## src/rtl/gmux_sel_ctrl.sv

```systemverilog
// Select controller for the GMUX clock mux: gates downstream clock enable,
// flips the select in a quiet window, lets it settle, then re-enables and acks.
module gmux_sel_ctrl #(
    parameter int QUIESCE_CYCLES = 4,
    parameter int SETTLE_CYCLES  = 4,
    parameter bit RESET_SEL      = 1'b0,
    parameter int CNT_W          = 8
) (
    input  logic             clk,
    input  logic             rst_n,
    input  logic             req,
    input  logic             sel_req,
    output logic             is0,
    output logic             cen,
    output logic             busy,
    output logic             ack,
    output logic [CNT_W-1:0] switch_cnt
);

    // A zero-length window would let the select move in the same cycle the
    // enable drops, so both windows are at least one cycle long.
    localparam int Q_EFF    = (QUIESCE_CYCLES < 1) ? 1 : QUIESCE_CYCLES;
    localparam int S_EFF    = (SETTLE_CYCLES < 1) ? 1 : SETTLE_CYCLES;
    localparam int MAX_QS   = (Q_EFF > S_EFF) ? Q_EFF : S_EFF;
    localparam int TMR_SPAN = (MAX_QS > 2) ? MAX_QS : 2;
    localparam int TMR_W    = $clog2(TMR_SPAN);

    localparam logic [TMR_W-1:0] Q_LOAD = TMR_W'(Q_EFF - 1);
    localparam logic [TMR_W-1:0] S_LOAD = TMR_W'(S_EFF - 1);

    typedef enum logic [1:0] {
        IDLE    = 2'd0,
        QUIESCE = 2'd1,
        SETTLE  = 2'd2,
        DONE    = 2'd3
    } state_t;

    state_t             state_reg,  state_next;
    logic [TMR_W-1:0]   tmr_reg,    tmr_next;
    logic               target_reg, target_next;
    logic               is0_reg,    is0_next;
    logic               cen_reg,    cen_next;
    logic               busy_reg,   busy_next;
    logic               ack_reg,    ack_next;
    logic [CNT_W-1:0]   cnt_reg,    cnt_next;

    always_ff @(posedge clk or negedge rst_n) begin
        if (!rst_n) begin
            state_reg  <= IDLE;
            tmr_reg    <= '0;
            target_reg <= RESET_SEL;
            is0_reg    <= RESET_SEL;
            cen_reg    <= 1'b1;
            busy_reg   <= 1'b0;
            ack_reg    <= 1'b0;
            cnt_reg    <= '0;
        end else begin
            state_reg  <= state_next;
            tmr_reg    <= tmr_next;
            target_reg <= target_next;
            is0_reg    <= is0_next;
            cen_reg    <= cen_next;
            busy_reg   <= busy_next;
            ack_reg    <= ack_next;
            cnt_reg    <= cnt_next;
        end
    end

    always_comb begin
        state_next = state_reg;
        case (state_reg)
            IDLE: begin
                if (req) begin
                    state_next = (sel_req != is0_reg) ? QUIESCE : DONE;
                end
            end
            QUIESCE: begin
                if (tmr_reg == '0) begin
                    state_next = SETTLE;
                end
            end
            SETTLE: begin
                if (tmr_reg == '0) begin
                    state_next = DONE;
                end
            end
            DONE:    state_next = IDLE;
            default: state_next = IDLE;
        endcase
    end

    // Registered-output updates; the select only moves on QUIESCE -> SETTLE.
    always_comb begin
        tmr_next    = tmr_reg;
        target_next = target_reg;
        is0_next    = is0_reg;
        cen_next    = cen_reg;
        busy_next   = busy_reg;
        ack_next    = 1'b0;
        cnt_next    = cnt_reg;
        case (state_reg)
            IDLE: begin
                if (req) begin
                    if (sel_req != is0_reg) begin
                        target_next = sel_req;
                        tmr_next    = Q_LOAD;
                        cen_next    = 1'b0;
                        busy_next   = 1'b1;
                    end else begin
                        ack_next = 1'b1;
                    end
                end
            end
            QUIESCE: begin
                if (tmr_reg == '0) begin
                    is0_next = target_reg;
                    tmr_next = S_LOAD;
                end else begin
                    tmr_next = tmr_reg - 1'b1;
                end
            end
            SETTLE: begin
                if (tmr_reg == '0) begin
                    cen_next  = 1'b1;
                    busy_next = 1'b0;
                    ack_next  = 1'b1;
                    cnt_next  = cnt_reg + 1'b1;
                end else begin
                    tmr_next = tmr_reg - 1'b1;
                end
            end
            default: begin
            end
        endcase
    end

    assign is0        = is0_reg;
    assign cen        = cen_reg;
    assign busy       = busy_reg;
    assign ack        = ack_reg;
    assign switch_cnt = cnt_reg;

endmodule

```

## config.mk

```make
export PLATFORM = sky130hd
export DESIGN_NAME = gmux_sel_ctrl
export DESIGN_NICKNAME = d
export VERILOG_FILES = /design/src/rtl/gmux_sel_ctrl.sv
export SDC_FILE = /design/constraint.sdc
export NUM_CORES = 1
export LEC_CHECK = 0
export ABC_CLOCK_PERIOD_IN_PS = 1750
export CORE_MARGIN = 1
export CORE_UTILIZATION = 45
export DETAILED_ROUTE_END_ITERATION = 10
export MAX_ROUTING_LAYER = met4
export PLACE_DENSITY = 0.77
export RECOVER_POWER = 50
export SLEW_MARGIN = 10
export SYNTH_ARGS = -nofsm -noshare
export SYNTH_HDL_FRONTEND = slang
export SYNTH_SLANG_ARGS = --single-unit
```

## constraint.sdc

```tcl
create_clock -name clk -period 1.75 [get_ports clk]
set_input_delay 0.4375 -clock clk [delete_from_list [all_inputs] [get_ports clk]]
set_output_delay 0.4375 -clock clk [all_outputs]
set_load 0.1 [all_outputs]
```

Yosys cells after proc, flatten, opt, wreduce, memory -nomap -nowiden
Cells that the tools add are included.
{"block": "totals", "regBits": 17, "latch_bits": 0, "ramBits": 0, "romBits": 0, "in_bits": 4, "out_inout_bits": 12, "elab_cells": 51, "memories": 0}
{"block": "op_classes", "addsub": 2, "n_mul": 0, "div_mod_pow": 0, "order_cmp": 0, "eq_ne": 9, "n_shift": 0, "mux": 22, "bitwise_logic": 0, "reduce_logical": 10}
{"op": "2-bit two-way mux", "n": 8}
{"op": "2-bit != test, second input constant", "n": 5}
{"op": "1-bit two-way mux", "n": 9}
{"op": "8-bit by 1-bit adder with 8-bit output, second input constant", "n": 1}
{"op": "2-bit one-hot mux with 4 select lines", "n": 1}
{"op": "4-bit AND reduction", "n": 2}
{"op": "1-bit one-hot mux with 2 select lines", "n": 3}
{"op": "2-bit one-hot mux with 3 select lines", "n": 1}
{"op": "3-bit AND reduction", "n": 2}
{"op": "2-bit equality test, second input constant", "n": 2}
{"op": "2-bit zero test", "n": 2}
{"op": "2-bit AND reduction", "n": 2}
{"op": "3-bit nonzero test", "n": 1}
{"op": "2-bit by 1-bit equality test with 1-bit output, second input constant", "n": 1}
{"op": "2-bit nonzero test", "n": 1}
{"op": "2-bit by 1-bit subtractor with 2-bit output, second input constant", "n": 1}
{"op": "1-bit != test", "n": 1}

Logic depth before layout (Yosys ltp)
{"block": "logic_depth", "depth_word": 4, "mapped_depth": 7, "ltp_nobuf": 5}

Worst setup path before layout
Ideal clock, no wire load.
{"block": "synth_path", "path_kind": "flip-flop to flip-flop", "start": "register is0_reg, in the netlist is0", "end": "register tmr_reg[1]", "setup_time_ns": 0.125, "arrival_ns": 1.725, "t_required_ns": 1.625, "slack_ns": -0.100, "path_stages_with_launch": 4, "n_path_buf": 0, "synth_period_minus_slack_ns": 1.850, "path_cell_list": "dfrtp_1 -> xor2_1 -> a31o_1 -> mux2_4"}
{"block": "synth_via", "elab_chain_len": 3}
{"item": "start: declaration", "line": "41", "text": "logic is0_reg, is0_next;"}
{"item": "start signal: assignment", "line": "61", "text": "is0_reg <= is0_next;"}
{"item": "1-bit != test", "line": "104", "text": "if (sel_req != is0_reg) begin"}
{"item": "2-bit != test (no line)"}
{"item": "4-bit AND reduction (no line)"}
{"item": "end signal: assignment", "line": "59", "text": "tmr_reg <= tmr_next;"}
{"item": "end: declaration", "line": "39", "text": "logic [TMR_W-1:0] tmr_reg, tmr_next;"}
Every way passes these cells.
A chain may end at the register's enable or synchronous reset.

Final worst setup path
{"block": "layout_path", "start": "register state_reg[0]", "end": "register tmr_reg[1]"}
{"block": "layout_via", "elab_chain_len": 3, "elab_cells_between_ends": 9, "cone_classes": "eq/ne: 5; mux: 1; reduce/logical: 3"}
{"item": "start: declaration", "line": "38", "text": "state_t state_reg, state_next;"}
{"item": "start signal: assignment", "line": "58", "text": "state_reg <= state_next;"}
{"item": "2-bit equality test, or another cell as far along", "line": "101", "text": "case (state_reg)"}
{"item": "2-bit != test (no line) or 3-bit nonzero test (tied branches)"}
{"item": "4-bit AND reduction (no line)"}
Several ways; a longest one is shown, not always the timed one.

==> key figures <==
Route
  • DR WL/cell: between 10 and 15 µm
  • DRT iter0 DRCs: 16
  • Final antenna-violating net count: 0
  • DR vias: roughly 750
  • Vias per std cell: between 5 and 6
  • WL final: around 1.9 mm
  • DRT Pass-1 Iters: 4
  • DR DRC count: 0

Layout
  • Area of the multi-input gates: just under 500 µm²
  • Final cell count without fillers: 140
  • Fillers: approximately 150
  • Nets: between 100 and 150
  • Layout Area Growth over Synthesis: 31.4%
  • Finished Cell Area: ~1300 µm²
  • Fraction of layout cells with a size suffix above 1: a little under a quarter
  • N_diodes: 0
  • Register area: 428 µm²
  • Max reg flops: 8

Power and ir drop
  • Sequential fraction of design power: approximately a quarter
  • Clock power share: a little over 8%
  • Max IR drop VDD: 1.14 mV
  • Switching share of power: between 40% and 50%
  • Pwr dens: ~2100 nW/µm²
  • Leakage power of the design: 0.587 nW
  • Net Switching: roughly 1.3 mW
  • Pint: 1.31 mW
  • Final Power: approximately 2.6 mW
  • Combinational Power Share: 65.2%

Worst setup path
  • CP Buf/Inv Count: 1
  • CP Class: flip-flop to flip-flop
  • CP Cell Sequence: inv_1, ha_1, a211oi_2, a31o_1, mux2_4
  • Largest stage delay, worst path: ~420 ps
  • Largest delay share family, worst path: compound AO/OA/AOI/OAI gates
  • Worst Setup Start Kind: flip-flop
  • CP Capture Type: flip-flop
  • Slowest CP cell: dfrtp_1
  • CP arrival: between 1500 and 2000 ps
  • Critical Path RT: slightly below 2000 ps
  • Crit-path max FO: 5

Synth
  • Net Count, Synth: 103
  • Primary FF master, synth: dfrtp_1
  • Ys async rst share: 100%
  • Distinct cell type count after synthesis: 27
  • Yosys top cell area share: 41.6%
  • Post-synth EDFFs: 0
  • Register area share after synthesis: ~44%
  • Post-synth design cell area: 963 µm²
  • Post-synth top cells: dfrtp_1, ha_1, nand2_1, xnor2_1, inv_1
  • Syn Area/Cell: about 11 µm²
  • Synthesis-stage register bit count: 17
  • Synth Instances: 90
  • Post-synth top area cell: dfrtp_1
  • Ys Warns: 0
  • Most common cell in the netlist: dfrtp_1
  • Largest cells by area after synthesis: dfrtp_1, ha_1, xnor2_1

Place
  • Placed insts: 136
  • # port buffers: 15
  • Placed cell areas: around 1300 µm²
  • Detail Placement HPWL: about 1.5 mm
  • GPL Wtd Cong: approximately 0.8
  • Dpl ws: -83.0 ps

Clock network
  • Post-CTS sizing: 0
  • CTS Sinks: 17
  • CTS Buf Count: 3
  • Cts-stage hold buffer count: 0
  • Root buf cell: clkbuf_4
  • Clock-pin slew on the worst setup and hold paths: around 100 ps
  • Post-CTS Setup Repair Bufs: 0
  • Clock Tree Buf Depth: 2
  • Clk_lat worst skew: roughly 290 ps
  • TritonCTS clock tree: done
  • CTS H-tree lvls: 1

Min path
  • HP Class: flip-flop to flip-flop

GRT
  • Largest net degree at the start of global routing: 18
  • Initial antenna violation count: 0
  • Global-route wire length before repair: ~3 mm
  • Vias in the first global route: 730
  • Gr ovfl total: 0
  • All-Layer GR Usage: roughly a fifth

Floorplanning
  • Std cell rows: 16
  • Die area: 2330 µm²
  • IO Pins: 16
  • Core area: between 1500 and 2000 µm²
  • Die H: just under 50 µm
  • Die W: between 40 and 50 µm
  • Initial core utilization: between 40% and 50%

Timing
  • Unrepaired setup endpoints after global routing: false
  • Fmax achieved: between 600 and 700 MHz
  • WHS: ~470 ps
  • Setup ws final: between 90 and 100 ps
  • Max-slew violation count: 0
  • Final Hold Violating Endpoints: 0
  • Slew @ Worst Pin: 911 ps
  • Final Critical Period: 1650 ps
  • Finish-stage setup viols: 0
  • Final Cycle Share: 94.5%
  • Slew margin rel.: a little under 40%
  • Setup Skew: slightly above 9 ps

Outcome
  • Status: finished, final reports clean

Run
  • Max-cap violations: 0
## final cells by class
class,count,share of cell area (%)
Multi-Input combinational cell,64,39.2
Timing Repair Buffer,22,20.5
Sequential cell,17,33.8
Clock buffer,4,2.08
Tap cell,27,2.67
Inverter,6,1.78
## final timing paths
| check | from | end | slack (ps) | depth (start not counted) |
|---|---|---|---|---|
| worst max-delay path | state_reg[0]$_DFFE_PN0P_ | tmr_reg[1]$_DFFE_PN0P_ | 100 | 5 |
| worst min-delay path | switch_cnt[7]$_DFFE_PN0P_ | switch_cnt[7]$_DFFE_PN0P_ | 470 | 1 |
| worst max register to register | state_reg[0]$_DFFE_PN0P_ | tmr_reg[1]$_DFFE_PN0P_ | 100 | 5 |
| worst min register to register | switch_cnt[7]$_DFFE_PN0P_ | switch_cnt[7]$_DFFE_PN0P_ | 470 | 1 |
| max in group asynchronous | rst_n | is0$_DFFE_PN0P_ | 340 | 2 |
| min in group asynchronous | rst_n | busy$_DFFE_PN0P_ | 780 | 2 |
## per-layer routing
layer / wire (µm) / up-vias / track usage (%)
met5: 0 / - / -
met4: 42 / 0 / 10.0
met3: 73 / 6 / 4.07
met2: 980 / 23 / 33.9
met1: 818 / 361 / 21.1
li1: - / 356 / -
## cells by family (layout without fill, tap and decap cells)
| kind of cell | Yosys count | after routing | share of synthesized area, % |
|---|---|---|---|
| buffers and inverters | 9 | 32 | 4.15 |
| adders and majority gates | 9 | 9 | 11.7 |
| and+or+nand+nor | 23 | 23 | 12.1 |
| AOI/OAI and AO/OA | 16 | 16 | 11.7 |
| xor gates and xnor gates | 9 | 9 | 8.18 |
| DFF | 17 | 17 | 44.3 |
| muxes | 7 | 7 | 7.92 |
## worst register-to-register path: cells and delay by family (launching register included)
kind | cells | cell delay [ps]
flops | 1 | 420
fa+ha+maj | 1 | 290
compound gates | 2 | 420
mux | 1 | 300
buf+inv | 1 | 120
## per-stage QoR
step / util [%] / setup TNS [ps]
floorplan: - / 0
global placement: 65.8 / -50.8
detailed placement: 65.8 / -96.7
CTS: 67.1 / 0
global route: 63.9 / 0
finish: 63.9 / 0
## cells in the final DEF (no fill, tap or decap), drive strengths merged
master and count:
nor2b 2, nand2 8, xor2 1, inv 6
buf 14, dfrtp 16, xnor2 8, a31oi 2
nor2 4, a21oi 3, dlygate4sd3 1, o21ai 4
and2b 2, a211oi 2, ha 9, clkdlybuf4s50 2
and2 1, a311oi 2, o22ai 1, nand4 4
mux2i 5, and3 2, o21bai 1, a31o 1
mux2 2, dfstp 1, clkbuf 9
## power by group through the flow
stage / clock [mW] / sequential (mW) / combinational (mW)
floorplan: 0 / 1.15 / 0.688
global placement: 0 / 0.694 / 1.68
detailed placement: 0 / 0.705 / 1.71
CTS: 0.219 / 0.699 / 1.72
global route: 0.237 / 0.710 / 1.82
finish: 0.210 / 0.694 / 1.69
(Power assumes the default switching activity.)
